`config.mk`:
```
export PLATFORM = sky130hd
export DESIGN_NAME = pwm_audio_nch
export DESIGN_NICKNAME = d
export VERILOG_FILES = /design/src/rtl/pwm_audio_nch.sv
export SDC_FILE = /design/constraint.sdc
export NUM_CORES = 1
export LEC_CHECK = 0
export CAP_MARGIN = 15
export CORE_MARGIN = 4
export CORE_UTILIZATION = 28
export DETAILED_ROUTE_END_ITERATION = 8
export GPL_ROUTABILITY_DRIVEN = 0
export SYNTH_ARGS = -nofsm -noshare
export SYNTH_HDL_FRONTEND = slang
export SYNTH_SLANG_ARGS = --single-unit
```
`constraint.sdc`:
```
create_clock -name sysclk -period 1.8 [get_ports sysclk]
set_input_delay 0.36 -clock sysclk [delete_from_list [all_inputs] [get_ports sysclk]]
set_output_delay 0.36 -clock sysclk [all_outputs]
set_load 0.01 [all_outputs]
```
`src/rtl/pwm_audio_nch.sv`:
```
// Multi-channel PWM audio output. Each channel has a one-deep shadow buffer
// that feeds its duty register once per frame, with sticky underrun flagging.
module pwm_audio_nch #(
  parameter int NCH   = 5,
  parameter int WIDTH = 8
) (
  input  logic                 sysclk,
  input  logic                 rst_n,
  input  logic [NCH-1:0]       s_valid,
  input  logic [NCH*WIDTH-1:0] s_data,
  output logic [NCH-1:0]       s_ready,
  input  logic [NCH*3-1:0]     atten,
  input  logic [NCH-1:0]       enable,
  input  logic                 clr_underrun,
  output logic [NCH-1:0]       pwm_out,
  output logic                 frame_tick,
  output logic [NCH-1:0]       underrun
);

  localparam logic [WIDTH-1:0] CNT_MAX = '1;

  function automatic logic [WIDTH-1:0] attenuate(input logic [WIDTH-1:0] smp,
                                                 input logic [2:0]       sh);
    return smp >> sh;
  endfunction

  logic [WIDTH-1:0] r_cnt;
  logic             r_frame_tick;
  logic [NCH-1:0]   r_full;
  logic [NCH-1:0]   r_pwm;
  logic [NCH-1:0]   r_underrun;
  logic [WIDTH-1:0] r_shadow [NCH];
  logic [WIDTH-1:0] r_duty   [NCH];

  logic             w_boundary;
  logic [NCH-1:0]   w_accept;
  logic [NCH-1:0]   w_transfer;
  logic [NCH-1:0]   w_starve;

  assign w_boundary = (r_cnt == CNT_MAX);

  always_comb begin
    w_accept   = s_valid & ~r_full;
    w_transfer = '0;
    w_starve   = '0;
    if (w_boundary) begin
      w_transfer = r_full;
      w_starve   = ~r_full & enable;
    end
  end

  // Frame counter; the tick lines up with the cycle where cnt reads zero
  always_ff @(posedge sysclk or negedge rst_n) begin
    if (!rst_n) begin
      r_cnt        <= '0;
      r_frame_tick <= 1'b0;
    end else begin
      r_cnt        <= r_cnt + 1'b1;
      r_frame_tick <= w_boundary;
    end
  end

  // A new starvation event wins over a coincident clear
  always_ff @(posedge sysclk or negedge rst_n) begin
    if (!rst_n) begin
      r_underrun <= '0;
    end else begin
      r_underrun <= (clr_underrun ? '0 : r_underrun) | w_starve;
    end
  end

  always_ff @(posedge sysclk or negedge rst_n) begin
    if (!rst_n) begin
      r_full <= '0;
      r_pwm  <= '0;
      for (int c = 0; c < NCH; c++) begin
        r_shadow[c] <= '0;
        r_duty[c]   <= '0;
      end
    end else begin
      for (int c = 0; c < NCH; c++) begin
        if (w_accept[c]) begin
          r_shadow[c] <= s_data[c*WIDTH +: WIDTH];
        end
        if (w_transfer[c]) begin
          r_duty[c] <= attenuate(r_shadow[c], atten[c*3 +: 3]);
          r_full[c] <= 1'b0;
        end else if (w_accept[c]) begin
          r_full[c] <= 1'b1;
        end
        r_pwm[c] <= enable[c] && (r_cnt < r_duty[c]);
      end
    end
  end

  assign s_ready    = ~r_full;
  assign pwm_out    = r_pwm;
  assign frame_tick = r_frame_tick;
  assign underrun   = r_underrun;

endmodule

```
-- Word level (Yosys, flattened, before mapping)
Cells that the tools add are included.
- flip-flop bits (word level): 104
- input port bits: 68
- output and inout port bits: 16
- logic and storage cells: 58
- $add $sub $neg: 1
- $lt $le $gt $ge: 5
- eq/ne operators: 1
- shift operators: 5
- mux-type cells: 13
- bitwise logic cells: 4
- reductions and logical operators: 10
- operators with widths (kind ; number):
    $lt A8 B8 Y1 ; 5
    $shr A8 B3 Y8 ; 5
    $mux W5 ; 3
    $and A5 B5 Y5 ; 2
    $mux W1 ; 10
    $reduce_bool A2 Y1 ; 5
    $add A8 B1 Y8 const B ; 1
    $eq A8 B8 Y1 const B ; 1
    $logic_and A1 B1 Y1 ; 5
    $not A5 Y5 ; 1
    $or A5 B5 Y5 ; 1

-- Logic depth before layout (Yosys ltp)
Gate-level depths: netlist (run 1).
- word-level depth: 4
- depth in mapped cells: 7
- mapped depth without buffers: 6

-- Least setup slack after synthesis (run 1)
Ideal clock, no wire load.
- kind: register -> register
- from: reg r_cnt[1]
- to: reg r_duty[22] (netlist name)
- library setup time: 0.129 ns
- arrival: 1.377 ns
- required time: 1.671 ns
- setup slack: 0.294 ns
- stages on the path, launching flop included: 8
- buffers on the path: 2
- period minus slack after synthesis: 1.506 ns
- path through: dfrtp_1 ha_1 and3_1 buf_4 nand3_4 buf_2 nand2_1 o41ai_2
- longest elaborated chain between the ends: 2
- ends and longest elaborated chain (what ; RTL line ; text):
    start, declared ; 27 ; logic [WIDTH-1:0] r_cnt;
    start signal, assigned ; 58 ; r_cnt <= r_cnt + 1'b1;
    $eq A8 B8 Y1 ; 40 ; assign w_boundary = (r_cnt == CNT_MAX);
    $mux W5 ; 46 ; if (w_boundary) begin
    end signal, assigned by index ; 86 ; r_duty[c] <= attenuate(r_shadow[c], atten[c*3 +: 3]);
    end, declared ; 33 ; logic [WIDTH-1:0] r_duty [NCH];
No other way between the ends.
A chain may end at the register's enable or synchronous reset.

-- Worst setup path in the final report (run 1)
- from: reg r_cnt[1]
- to: reg r_pwm[4] (netlist: pwm_out[4])
- longest elaborated chain between the ends: 2
- ends and longest elaborated chain (what ; RTL line ; text):
    $lt A8 B8 Y1 ; 91 ; r_pwm[c] <= enable[c] && (r_cnt < r_duty[c]);
    $logic_and A1 B1 Y1 ; 91 ;
    end signal, assigned by index ; 91 ;
    end, declared ; 30 ; logic [NCH-1:0] r_pwm;
No other way between the ends.

==> metrics, run 1 <==
Synth cell types 40; Area after DPL around 0.0073 mm2; Max Root-Sink Buffers 2; Setup crit start r_cnt[1]$_DFF_PN0_; top cell type's share of synthesized area 0.4404; # rows 52; CTS buffer count 9; P_leak between 3 and 4 nW; f_max ~560 MHz; clock latency on the worst-skew pair 0.36 ns; DIE AREA ~0.023 mm2; Routed Antenna Nets 0; sequential-to-total area share from yosys stat 0.4404; cell taking the most area after synthesis dfrtp_1; critical path arrival 2.07 ns; commonest non-fill, non-tap cell in the layout dfrtp_1; initial antenna violation count 0; die height approximately 150 um; syn_nets about 620; maximum net fanout on the critical path 6; Worst EP required 2.08 ns; final hold violation count 0; Crit Path Class register to register; worst-case reg-to-reg path depth 5; peak supply drop roughly 530 uV; H-tree Lvls 3; EDFF count, synth 0; most frequent cells in the layout dfrtp_1 (104), clkdlybuf4s50_1 (78), inv_1 (49); grt total ovfl 0; reg2reg end pwm_out[4]$_DFF_PN0_; R2R setup slack between 0.015 and 0.02 ns; global-route wire length before repair 23580 um; min cycle time layout around 1.8 ns; area grow syn2layout 28.35%; ys flop type dfrtp_1; pwr dens 714.0 mW/mm2; status completed; CP endpoint kind register; Initial DRC Count approximately 150; Detail Placement HPWL between 10000 and 15000 um; synth top area cells dfrtp_1 (44%), ha_1 (7.6%), mux2i_1 (6.1%); Total GRT Usage 0.1227; Startpoint Class register; number of synthesized register bits 104; Root Buffer clkbuf_16; num ports 84; Cells after DPL ~900; Non-Filler Instances between 900 and 1000; Synth async-reset ratio 1.000; post-synthesis cell count 513; Post-route DRC 0; pin count of the biggest net entering global routing 47; Core Box Area 0.02049 mm2; CTS tree yes; Via density 4.711; fin nets approximately 730; TritonRoute pass-1 iters 4; Synthesis Warnings 0; R2R Path Start r_cnt[1]$_DFF_PN0_; vias in the first global route approximately 4600; clk slew on worst S/H paths 0.07 ns; max_cap viols 0; share of layout cells above drive strength 1 0.1930; Least-Margin Pin Slew around 0.42 ns; WL final approximately 14000 um; worst hold path type input port to async pin; I/O Buffers 83; final setup vio count 0; initial core utilization 0.2883; WL/cell 15.39 um; final design area excluding fillers between 0.007 and 0.008 mm2; Max Slew Vio Count 0; Syn Std Cell Area 0.005909 mm2; ANT cells 0; Die W 153.3 um; RSZ-0062 raised after global routing false; via count 4249; clock sinks approximately 100; syn_area_per_cell between 10 and 15 um2; period utilisation layout 0.9903; clk_skew 0.009193 ns; slew margin rel. 0.7195
[through the flow]
stage / power [mW] / TNS (ns) / hold WS, ns / util / setup WS [ns]
after floorplan: 3.020 / 0 / 0.06441 / - / 0.2937
after global placement: 3.382 / -1.543 / 0.2826 / 0.3545 / -0.1139
after detailed placement: 3.417 / -3.490 / 0.2807 / 0.3545 / -0.1817
after CTS: 5.490 / 0 / 0.4456 / 0.3699 / 0.008793
after global routing: 5.669 / 0 / 0.4569 / 0.3701 / 0.01245
final: 5.416 / 0 / 0.4401 / 0.3701 / 0.01753
[flip-flops by register name, indices dropped and copies added (netlist names)]
register	flops
r_shadow	40
r_duty	40
r_cnt	8
r_full	5
underrun	5
frame_tick	1
pwm_out	5
[worst max-delay path: stages (launching register included)]
cell and delay (ns):
dfrtp_1 0.39, buf_4 0.18, ha_1 0.29, a21o_1 0.15
a2111oi_1 0.46, o31a_1 0.24
[where the power goes]
group	internal [mW]	switching (mW)	total (mW)
sequential	2.46	0.118	2.58
clock	1.15	0.907	2.06
combinational	0.470	0.310	0.780
[cell families after synthesis]
logic type               after synthesis  synth area share
AND/OR/NAND/NOR                      107           0.09951
flip-flops                           104            0.4404
multiplexers                          93            0.1963
AO/OA/AOI/OAI                         92            0.1190
buffers and inverters                 75           0.05971
adder cells (fa/ha/maj)               36           0.07622
XOR/XNOR                               6          0.008893
[Yosys cell counts (all sizes together) (10+ instances only)]
cell type	n
nand2	42
a21oi	12
nor3	10
dfrtp	104
mux4	14
buf	25
nor2	15
nand2b	11
mux2	43
mux2i	36
o21ai	28
ha	36
inv	50
[final cells by class]
type,count,area (um2)
Fill cell,2026,12910
Multi-Input combinational cell,334,2957
Sequential cell,104,2603
Timing Repair Buffer,128,1192
Tap cell,270,337.8
Clock buffer,11,252.7
Inverter,50,187.7
Clock inverter,5,55.05
[worst max-delay path by stage]
stage,end,slack [ns],depth (start not counted)
global placement,r_duty[24]$_DFFE_PN0P_,-0.11,6
finish,pwm_out[4]$_DFF_PN0_,0.02,5
global route,r_duty[29]$_DFFE_PN0P_,0.01,5
floorplan,r_duty[22]$_DFFE_PN0P_,0.29,7
CTS,pwm_out[4]$_DFF_PN0_,0.009,5
detailed placement,r_duty[0]$_DFFE_PN0P_,-0.18,6
[timing repair]
item	4_1_cts	5_1_grt
endpoints found under the hold margin	19	0
resized for setup	4	2
endpoints found under the setup margin	23	2
hold buffers	1	0
setup buffers	0	0
[metal layers]
layer  vias to the layer above  routed length (um)  share of wire  GRT usage
met5                         -                   0              0          0
met4                         0                 289          0.021    0.04837
met3                        17                 457          0.033    0.02234
met2                        67                7172           0.52     0.2155
met1                      2095                5964           0.43     0.1489
li1                       2070                   -              -          -
No activity file was read; power rests on OpenSTA's default activity.
==> run 2, diff against run 1 <==
--- a/config.mk
+++ b/config.mk
@@ -6,7 +6,6 @@
 export NUM_CORES = 1
 export LEC_CHECK = 0
 export CAP_MARGIN = 15
-export CORE_MARGIN = 4
 export CORE_UTILIZATION = 28
 export DETAILED_ROUTE_END_ITERATION = 8
 export GPL_ROUTABILITY_DRIVEN = 0
==> run 2 against run 1 <==
Clock-buffer cell count decreased by 1; register-to-register slack better by 0.099 ns; final cell count decreased by 0.22%; fmax rose by 5.9%; design area rose by 0.13%; global-route usage rose by 0.77 points; total power grew 3.1%; largest power group unchanged.
==> metrics, run 2 (synthesis gave the netlist of run 1 again) <==
H-tree Lvls 3; initial core utilization 0.2893; final hold violation count 0; P_leak around 3.7 nW; Initial DRC Count between 150 and 200; via count 4187; Power, Total approximately 5.6 mW; slowest stage delay, CP roughly 0.43 ns; number of setup buffers added after CTS 0; clock sinks roughly 100; Worst Path Buf+Inv 1; pin count of the biggest net entering global routing ~110; maximum net fanout on the critical path 16; Worst EP required between 2 and 2.5 ns; Crit Path Class register to register; fin nets roughly 730; Via density ~4.7; crit path capture r_duty[29]$_DFFE_PN0P_; worst hold path type input port to async pin; WHS around 0.048 ns; CTS tree yes; R2R Path Start r_cnt[1]$_DFF_PN0_; WL final around 13000 um; pwr dens 734.9 mW/mm2; period utilisation layout 0.9354; Flop pwr share 0.462; peak supply drop approximately 400 uV; CP endpoint kind register; CP Depth 6; WL/cell ~15 um; Cell Int Power ~4.3 mW; Detail Placement HPWL between 10000 and 15000 um; Non-Filler Instances 900; clk_skew 0.006392 ns; max_cap viols 0; TritonRoute pass-1 iters 4; die height ~150 um; Total GRT Usage 0.1304; Startpoint Class register; Clock power frac 0.401; CTS buffer count 9; min cycle time layout between 1.5 and 2 ns; Cells after DPL ~880; clock latency on the worst-skew pair 0.35 ns; f_max 593.9 MHz; Fillers roughly 2000; initial antenna violation count 0; ANT cells 0; status completed; Routed Antenna Nets 0; commonest non-fill, non-tap cell in the layout dfrtp_1; global-route wire length before repair about 22000 um; I/O Buffers 83; worst setup margin between 0.1 and 0.15 ns; Core Util, Final 0.3718; critical path arrival a little under 2 ns; setup slack at placement -0.1963 ns; R2R setup slack between 0.1 and 0.15 ns; cts-stage hold buffer count 0; vias in the first global route approximately 4500; Net Switching around 1.3 mW; DIE AREA 0.02169 mm2; # rows 52; grt total ovfl 0; Root Buffer clkbuf_16; clk slew on worst S/H paths roughly 0.070 ns; sw frac 0.2333; combinational share of power 0.137; reg2reg end r_duty[29]$_DFFE_PN0P_; Setup crit start r_cnt[1]$_DFF_PN0_; CP cell instances ha_1 -> and3_2 -> buf_12 -> nand3_4 -> nor2_1 -> a32o_1; critical path's top delay family simple AND/OR/NAND/NOR gates; most frequent cells in the layout dfrtp_1 (100), clkdlybuf4s50_1 (77), inv_1 (49); Largest regs r_duty: 40 flops, r_shadow: 40 flops, r_cnt: 8 flops; worst-case reg-to-reg path depth 6; area grow syn2layout 28.52%; Worst path slowest cell dfrtp_1; RSZ-0062 raised after global routing false; slew margin rel. 0.6120; Least-Margin Pin Slew between 0.5 and 0.6 ns; share of layout cells above drive strength 1 0.1968; Post-route DRC 0; Max Slew Vio Count 0; Die W between 100 and 150 um; num ports 84; final setup vio count 0; Max Root-Sink Buffers 2; Core Box Area 0.02043 mm2
run 2: power groups by stage:
stage / clock (mW) / combinational [mW] / sequential [mW]
after floorplan: 0 / 0.438 / 2.58
after CTS: 2.31 / 0.782 / 2.58
after global placement: 0 / 0.757 / 2.62
after global routing: 2.41 / 0.842 / 2.60
final: 2.24 / 0.767 / 2.58
after detailed placement: 0 / 0.780 / 2.63
run 2: worst min path at each step:
stage / endpoint
3_5_place_dp: r_duty[15]$_DFFE_PN0P_
2_1_floorplan: frame_tick$_DFF_PN0_
4_1_cts: r_shadow[24]$_DFFE_PN0P_
6_report: r_shadow[24]$_DFFE_PN0P_
3_3_place_gp: r_duty[14]$_DFFE_PN0P_
5_1_grt: r_shadow[25]$_DFFE_PN0P_
run 2: worst register-to-register path: stages (launching register included):
cell and delay [ns]:
dfrtp_1 0.43, ha_1 0.23, and3_2 0.23, buf_12 0.16, nand3_4 0.18, nor2_1 0.09, a32o_1 0.25
run 2: timing repair:
item	CTS	global route
endpoints found under the setup margin	5	9
cloned	0	0
gates resized for setup	9	1
run 2: stage by stage:
step | area (um2) | TNS (ns)
detailed placement | 7258 | -2.805
finish | 7595 | 0
global placement | 7258 | -1.647
CTS | 7594 | 0
floorplan | 5909 | 0
global route | 7595 | 0
run 2: layer usage:
| metal | up-vias | track usage | wire [um] | part of all wire |
|---|---|---|---|---|
| met5 | - | 0 | 0 | 0 |
| met4 | 0 | 0.06340 | 273 | 0.021 |
| met3 | 15 | 0.02205 | 383 | 0.029 |
| met2 | 65 | 0.2262 | 6677 | 0.50 |
| met1 | 2042 | 0.1560 | 5938 | 0.45 |
| li1 | 2065 | - | - | - |
run 2: area by class of cell:
cell class / count / area, um2 / share of cell area
clock buffer: 10 / 229.0 / 0.03015
clock inverter: 6 / 107.6 / 0.01417
inverter: 50 / 187.7 / 0.02471
multi-input combinational: 334 / 2955 / 0.3891
sequential: 104 / 2608 / 0.3433
tap: 270 / 337.8 / 0.04448
timing repair buffer: 126 / 1170 / 0.1540
==> run 3, diff against run 2 <==
--- a/config.mk
+++ b/config.mk
@@ -6,9 +6,12 @@
 export NUM_CORES = 1
 export LEC_CHECK = 0
 export CAP_MARGIN = 15
-export CORE_UTILIZATION = 28
+export CORE_UTILIZATION = 57
+export CTS_BUF_LIST = sky130_fd_sc_hd__clkbuf_4
 export DETAILED_ROUTE_END_ITERATION = 8
 export GPL_ROUTABILITY_DRIVEN = 0
+export PLACE_DENSITY = 0.83
+export SKIP_CTS_REPAIR_TIMING = 1
 export SYNTH_ARGS = -nofsm -noshare
 export SYNTH_HDL_FRONTEND = slang
 export SYNTH_SLANG_ARGS = --single-unit
==> run 3 against run 2 <==
Flip-flop and latch count unchanged; clock skew is 0.014 ns higher; non-clock buffer count grew 7; sequential power hardly changed; first-iteration DRC count down 37%; critical endpoint is now underrun[4]; register-to-register slack better by 0.02 ns; total power shrank 22%; fmax is 1.1% lower; wire length fell by 11%; core utilization grew 36 points; largest power group unchanged; hold slack improved by 0.34 ns.
==> metrics, run 3 (synthesis gave the netlist of run 1 again) <==
RSZ-0062 raised after global routing false; Area after DPL between 0.007 and 0.008 mm2; die height between 100 and 150 um; final setup vio count 0; Max Root-Sink Buffers 2; slowest stage delay, CP around 0.54 ns; CTS buffer count 9; Crit Path Class register to primary output; f_max 587.1 MHz; Initial DRC Count 106; maximum net fanout on the critical path 2; slew margin rel. 0.7007; critical path arrival between 1 and 1.5 ns; I/O Buffers 83; critical path's top delay family buffers and inverters; CP endpoint kind primary output; share of layout cells above drive strength 1 0.2057; Routed Antenna Nets 0; Max Slew Vio Count 0; period utilisation layout 0.9463; Die W approximately 100 um; final design area excluding fillers about 0.0073 mm2; clock sinks ~100; grt total ovfl 0; TritonRoute pass-1 iters 4; fin nets ~740; Largest regs r_duty: 40 flops, r_shadow: 40 flops, r_cnt: 8 flops; initial core utilization 0.5963; DIE AREA about 0.011 mm2; clk_skew 0.02005 ns; Via density 5.569; WHS between 0.3 and 0.4 ns; status completed; pwr dens about 600 mW/mm2; Detail Placement HPWL a little over 9000 um; Worst path slowest cell clkdlybuf4s50_1; most frequent cells in the layout dfrtp_1 (98), clkdlybuf4s50_1 (76), inv_1 (49); WL final between 10000 and 15000 um; peak supply drop ~370 uV; global-route wire length before repair roughly 20000 um; Startpoint Class register; worst hold path type input port to async pin; clk slew on worst S/H paths ~0.16 ns; Worst Path Buf+Inv 1; Least-Margin Pin Slew between 0.4 and 0.5 ns; Total GRT Usage 0.2269; final hold violation count 0; worst setup margin roughly 0.097 ns; via count around 4300; P_leak roughly 3.7 nW; Worst EP required about 1.4 ns; Post-route DRC 0; H-tree Lvls 3; max_cap viols 0; pin count of the biggest net entering global routing 41; # rows 36; CTS tree yes; Core Box Area slightly below 0.01 mm2; ANT cells 0; area grow syn2layout 23.12%; CP cell instances clkdlybuf4s50_1; Root Buffer clkbuf_4; num ports 84; setup slack at placement -0.1818 ns; initial antenna violation count 0; min cycle time layout 1.703 ns; clock latency on the worst-skew pair between 0.4 and 0.5 ns; commonest non-fill, non-tap cell in the layout dfrtp_1; WL/cell between 15 and 20 um; vias in the first global route between 4000 and 5000
-- run 3: cell count changes in the layout (fill, tap and decap cells not counted), moves of 3 or more --
| cell | delta |
|---|---|
| clkbuf_16 | -9 |
| dlymetal6s2s_1 | +6 |
| buf_4 | +6 |
| bufinv_16 | -3 |
| dlygate4sd2_1 | -5 |
| clkbuf_4 | +10 |
-- run 3: final cells by class --
class | count | area, um2
Clock buffer | 10 | 75.07
Clock inverter | 6 | 36.28
Fill cell | 687 | 2634
Inverter | 50 | 187.7
Multi-Input combinational cell | 334 | 2954
Sequential cell | 104 | 2610
Tap cell | 133 | 166.4
Timing Repair Buffer | 133 | 1246
-- run 3: where the power goes --
part	total [mW]	switching (mW)	internal (mW)	leakage (nW)
sequential	2.58	0.117	2.46	1.17
combinational	0.770	0.302	0.468	2.46
clock	1.01	0.719	0.291	0.0558
-- run 3: metrics by stage --
stage | setup TNS, ns | utilization | power (mW) | std cells
2_1_floorplan | 0 | - | 3.020 | 513
3_3_place_gp | -1.430 | 0.7152 | 3.354 | 747
3_5_place_dp | -2.460 | 0.7152 | 3.394 | 747
4_1_cts | -0.8220 | 0.7264 | 4.396 | 763
5_1_grt | 0 | 0.7342 | 4.562 | 770
6_report | 0 | 0.7342 | 4.357 | 770
-- run 3: final timing paths --
path / startpoint / endpoint / slack (ns) / depth (start not counted)
worst max-delay path: underrun[4]$_DFF_PN0_ / underrun[4] / 0.1 / 1
worst min-delay path: rst_n / r_shadow[7]$_DFFE_PN0P_ / 0.39 / 2
worst max register to register: r_cnt[1]$_DFF_PN0_ / r_duty[38]$_DFFE_PN0P_ / 0.14 / 5
worst min register to register: r_duty[23]$_DFFE_PN0P_ / r_duty[23]$_DFFE_PN0P_ / 0.50 / 2
max in group asynchronous: rst_n / r_cnt[1]$_DFF_PN0_ / 0.83 / 3
min in group sysclk: s_data[6] / r_shadow[38]$_DFFE_PN0P_ / 0.50 / 2
-- run 3: layer usage --
| metal | routed length [um] | GRT usage | vias up |
|---|---|---|---|
| met5 | 0 | 0 | - |
| li1 | - | - | 2076 |
| met4 | 265 | 0.07857 | 0 |
| met3 | 418 | 0.03965 | 28 |
| met1 | 4998 | 0.2728 | 2093 |
| met2 | 6106 | 0.4086 | 91 |
